File: src/rtl/sd_pkg.sv
// Shared definitions for the sigma-delta modulator/decimator family:
// accumulator width rule and the bitstream-to-signed mapping.
package sd_pkg;

    localparam logic signed [1:0] SD_POS = 2'sb01;
    localparam logic signed [1:0] SD_NEG = 2'sb11;

    // Bit growth of an ORDER-stage CIC decimating by 2^decim_log2, plus sign and input headroom.
    function automatic int acc_width(input int order, input int decim_log2);
        return order * decim_log2 + 2;
    endfunction

endpackage

File: src/rtl/sd_cic_integrator.sv
// One CIC integrator stage: a wrapping two's-complement accumulator with enable.
module sd_cic_integrator #(
    parameter int ACC_W = 14
) (
    input  logic             clk,
    input  logic             reset,
    input  logic             en,
    input  logic [ACC_W-1:0] din,
    output logic [ACC_W-1:0] acc
);

    logic [ACC_W-1:0] acc_q, acc_d;

    // Modulo 2^ACC_W wrap is intentional; the comb differences cancel it.
    always_comb begin
        acc_d = acc_q;
        if (en) begin
            acc_d = acc_q + din;
        end
    end

    always_ff @(posedge clk) begin
        if (reset) begin
            acc_q <= '0;
        end else begin
            acc_q <= acc_d;
        end
    end

    assign acc = acc_q;

endmodule

File: src/rtl/sd_cic_decimator.sv
// CIC decimator turning a 1-bit sigma-delta stream into signed words,
// one word per 2^DECIM_LOG2 accepted bits.
module sd_cic_decimator
    import sd_pkg::*;
#(
    parameter int ORDER      = 2,
    parameter int DECIM_LOG2 = 6,
    parameter int OUT_W      = 16
) (
    input  logic             clk,
    input  logic             reset,
    input  logic             bs_in,
    input  logic             bs_valid,
    output logic [OUT_W-1:0] dout,
    output logic             dout_valid
);

    localparam int ACC_W = acc_width(ORDER, DECIM_LOG2);
    localparam logic [DECIM_LOG2-1:0] CNT_LAST = '1;

    logic signed [1:0]             x_map;
    logic [ORDER:0][ACC_W-1:0]     integ;
    logic [ORDER-1:0][ACC_W-1:0]   dly_q, dly_d;
    logic [ACC_W-1:0]              comb_acc;
    logic [DECIM_LOG2-1:0]         cnt_q, cnt_d;
    logic                          tick_q, tick_d;
    logic [OUT_W-1:0]              dout_q, dout_d;
    logic                          dout_valid_q, dout_valid_d;

    assign x_map    = bs_in ? SD_POS : SD_NEG;
    assign integ[0] = ACC_W'(x_map);

    for (genvar k = 0; k < ORDER; k++) begin : g_integ
        sd_cic_integrator #(
            .ACC_W (ACC_W)
        ) u_integ (
            .clk   (clk),
            .reset (reset),
            .en    (bs_valid),
            .din   (integ[k]),
            .acc   (integ[k+1])
        );
    end

    // Comb chain reads the registered last integrator, so a sample accepted
    // in the tick cycle lands in the next frame rather than this one.
    always_comb begin
        dly_d    = dly_q;
        comb_acc = integ[ORDER];
        for (int k = 0; k < ORDER; k++) begin
            if (tick_q) begin
                dly_d[k] = comb_acc;
            end
            comb_acc = comb_acc - dly_q[k];
        end
    end

    always_comb begin
        cnt_d        = cnt_q;
        tick_d       = 1'b0;
        dout_d       = dout_q;
        dout_valid_d = 1'b0;
        if (bs_valid) begin
            cnt_d  = cnt_q + DECIM_LOG2'(1);
            tick_d = (cnt_q == CNT_LAST);
        end
        if (tick_q) begin
            dout_d       = OUT_W'($signed(comb_acc));
            dout_valid_d = 1'b1;
        end
    end

    always_ff @(posedge clk) begin
        if (reset) begin
            dly_q        <= '0;
            cnt_q        <= '0;
            tick_q       <= 1'b0;
            dout_q       <= '0;
            dout_valid_q <= 1'b0;
        end else begin
            dly_q        <= dly_d;
            cnt_q        <= cnt_d;
            tick_q       <= tick_d;
            dout_q       <= dout_d;
            dout_valid_q <= dout_valid_d;
        end
    end

    assign dout       = dout_q;
    assign dout_valid = dout_valid_q;

endmodule

File: config.mk
export PLATFORM = sky130hd
export DESIGN_NAME = sd_cic_decimator
export DESIGN_NICKNAME = d
export VERILOG_FILES = /design/src/rtl/sd_pkg.sv /design/src/rtl/sd_cic_integrator.sv /design/src/rtl/sd_cic_decimator.sv
export SDC_FILE = /design/constraint.sdc
export NUM_CORES = 1
export LEC_CHECK = 0
export CAP_MARGIN = 20
export CORE_MARGIN = 2
export CORE_UTILIZATION = 62
export DETAILED_ROUTE_END_ITERATION = 16
export PLACE_DENSITY = 0.79
export SYNTH_ARGS = -nofsm -noshare
export SYNTH_HDL_FRONTEND = slang
export SYNTH_SLANG_ARGS = --single-unit
File: constraint.sdc
create_clock -name clk -period 4.9 [get_ports clk]
set_input_delay 1.225 -clock clk [delete_from_list [all_inputs] [get_ports clk]]
set_output_delay 1.225 -clock clk [all_outputs]
set_load 0.03 [all_outputs]
==> impl_metrics.py <==
metrics = {
    "run_status": {
        "outcome": "completed",
    },
    "worst_setup_path": {
        "cp_slowest_stage_delay_ns": 0.41,
        "cp-endpoint": "dout[13]",
        "crit_chain": "inv_1 -> ha_1 -> fa_1 -> nor2b_1 -> o21a_1 -> o21ai_0 -> a21oi_1 -> a31oi_1 -> xnor2_1 -> ha_1 -> nand2_1 -> nor4_1 -> o21ai_1 -> and3_1 -> or3_1 -> mux2_2 -> o21ai_0",
        "critPathSlowestCell": "dfxtp_1",
        "reg2reg_to": "dout[13]",
        "path_max_fanout": 4,
        "path_class": "reg2reg",
        "crit_start": "g_integ[1].u_integ.acc[0]",
        "cp.arrival_ns": 4.16,
        "start_kind": "flip-flop",
        "cp.required_ns": 5.17,
        "reg2reg_slack_ns": 1.00,
        "ff2ff_path_depth": 17,
        "end_kind": "flip-flop",
        "r2r-start": "g_integ[1].u_integ.acc[0]",
    },
    "global_routing": {
        "grt_pass1_vias": 3808,
        "grtUsageTotal": 0.216,
        "antenna_found_initial": 0,
        "grt_pass1_wl_um": 16000,
        "grt_max_degree": 47,
        "overflow": 0,
    },
    "floorplanning": {
        "io_pins": 21,
        "fp.dieW_um": 95.8,
        "core-area_um2": 8180,
        "die_area_um2": 9180,
        "start_util": 0.639,
        "core.rowCount": 33,
        "fp.dieH_um": 95.8,
    },
    "route": {
        "drt_wl_total_um": 9490,
        "drt_iter0_markers": 128,
        "vias_per_cell": 5.68,
        "drc": 0,
        "routed-wl-met2_um": 4750,
        "routed.top_layer": "met4",
        "final_antenna_net_count": 0,
        "wl_per_cell_um": 13.1,
        "dr_wl_met3_um": 185,
        "vias": 4106,
        "wl_met1_um": 4410,
        "firstDrtPassIters": 4,
    },
    "sta": {
        "finalHoldViolations": 0,
        "finalSetupViolCount": 0,
        "tightest_slew_ns": 0.884,
        "rsz0062_at_grt": "no",
        "slew_headroom": 0.411,
        "tns_ns": 0,
        "period_share": 0.795,
        "final.min_clock_period_ns": 3.90,
        "max_freq_mhz": 257,
        "skew_ns": 0.0130,
        "final_max_slew_viol_count": 0,
    },
    "yosys": {
        "synthFlopType": "dfxtp_1",
        "synth_cell_types": 66,
        "syn_nets": 662,
        "synth_edf_count": 0,
        "synth-async-reset-ratio": 0,
        "synth_seq_cells": 78,
        "syn_inst": 602,
        "syn_area_um2": 5230,
        "syn_avg_cell_area_um2": 8.68,
        "ys.warnings.count": 0,
        "ys_seq_area_frac": 0.299,
    },
    "cells_and_area": {
        "drive_gt1_frac": 0.0583,
        "final_cell_mix": "nor2_1 (84), dfxtp_1 (77), ha_1 (52), mux2i_1 (44), inv_1 (41)",
        "fillers": 636,
        "stdcell_count": 723,
        "final_common_cell": "nor2_1",
        "nets": 673,
        "syn2layout_area_growth_pct": 8.45,
        "diodes": 0,
        "seq_area_um2": 1560,
        "multiInputGateArea_um2": 3400,
    },
    "pwr": {
        "p_sw_mw": 0.840,
        "power_frac_comb": 0.453,
        "ir_drop_mv": 0.175,
        "p_per_area_nw_per_um2": 394,
        "p_leak_nw": 2.22,
        "finalPower_mw": 2.23,
        "power_frac_seq": 0.318,
        "swShare": 0.376,
        "internal-power_mw": 1.39,
        "clkPwrFrac": 0.229,
    },
    "clocking": {
        "hold_buffers": 0,
        "cts.root.buffer_cell": "clkbuf_8",
        "worstSkewPairLatency_ns": 0.35,
        "numCtsBuffers": 9,
        "post_cts_buffers": 0,
        "ctsHtreeMaxLevel": 3,
        "clk_pin_slew_ns": 0.09,
        "cts.sinks": 78,
        "cts_tree": "done",
        "clk_path_buf_depth": 2,
        "cts_resized": 0,
    },
    "placement": {
        "place_inst": 707,
        "detailed_place_hpwl_um": 7090,
        "port_buffers": 20,
        "gp_congestion": 0.904,
    },
    "hold_path": {
        "hold_class": "reg2reg",
    },
    "run": {
        "cap_violations": 0,
    },
}
## how the worst min path moves through the flow
stage / start / endpoint / cells after the start
after floorplan: cnt_q[5] / tick_q / 2
after global placement: cnt_q[5] / tick_q / 2
after detailed placement: cnt_q[5] / tick_q / 2
after CTS: cnt_q[5] / tick_q / 2
after global routing: cnt_q[5] / tick_q / 2
final: cnt_q[5] / tick_q / 2
## sequential cells by signal, indices dropped and copies added (netlist names)
| signal | cells |
|---|---|
| dout_valid | 1 |
| tick_q | 1 |
| dly_q | 28 |
| cnt_q | 6 |
| g_integ.u_integ.acc | 28 |
| dout | 14 |
## layer usage
metal | global-route usage | vias up
li1 | - | 2143
met1 | 0.250 | 1900
met2 | 0.398 | 52
met3 | 0.0290 | 11
met4 | 0.0869 | 0
met5 | 0 | -
## layout make-up
type                    instances  share of cell area
clock buffers                  11              0.0267
well taps                     105              0.0232
inverters                      41              0.0272
repair buffers                 22              0.0362
clock inverters                 5              0.0113
flip-flops and latches         78               0.276
multi-input cells             461               0.600
## cells in the mapped netlist, drive strengths merged (5+ instances only)
master	n	area share
o22ai	8	0.0096
nor2	84	0.060
clkbuf	11	0.012
xor2	21	0.035
nand2	20	0.014
a31oi	5	0.0089
ha	52	0.12
nand3	9	0.0086
o21a	14	0.020
or3	6	0.0072
a21oi	26	0.026
inv	41	0.029
mux2i	44	0.084
dfxtp	78	0.30
xnor2	22	0.037
nor2b	9	0.011
buf	11	0.0096
nand2b	19	0.023
a211oi	13	0.020
and2	5	0.0060
nor3	7	0.0067
a21o	9	0.013
o21ai	24	0.023
o31ai	7	0.010
## power groups by stage
stage	sequential (mW)	combinational [mW]	clock, mW
2_1_floorplan	0.712	0.846	0
3_3_place_gp	0.723	0.969	0
3_5_place_dp	0.725	1.01	0
4_1_cts	0.711	1.01	0.519
5_1_grt	0.717	1.14	0.543
6_report	0.711	1.01	0.511
## kinds of logic after synthesis
logic type | Yosys count | share of synthesized area
and+or+nand+nor | 184 | 0.173
AOI/OAI and AO/OA | 132 | 0.176
DFF | 78 | 0.299
buffers and inverters | 63 | 0.0508
adders and majority gates | 56 | 0.140
muxes | 46 | 0.0893
xor gates and xnor gates | 43 | 0.0721
## critical path, delay by kind of cell (launching register included)
kind            cells  cell delay [ns]
compound gates      6             1.02
fa+ha+maj           3             0.97
mux                 1             0.26
xor+xnor            1             0.16
buf+inv             1             0.07
flops               1             0.41
simple gates        5             0.94
## stage by stage
stage | hold WS (ns) | setup WS [ns] | util | area (um^2)
2_1_floorplan | 0.419 | 1.49 | - | 5230
4_1_cts | 0.443 | 1.06 | 0.693 | 5670
3_3_place_gp | 0.423 | 0.830 | 0.667 | 5450
3_5_place_dp | 0.437 | 0.716 | 0.667 | 5450
5_1_grt | 0.485 | 0.814 | 0.693 | 5670
6_report | 0.446 | 1.00 | 0.693 | 5670
Power figures use the tool's default switching activity.
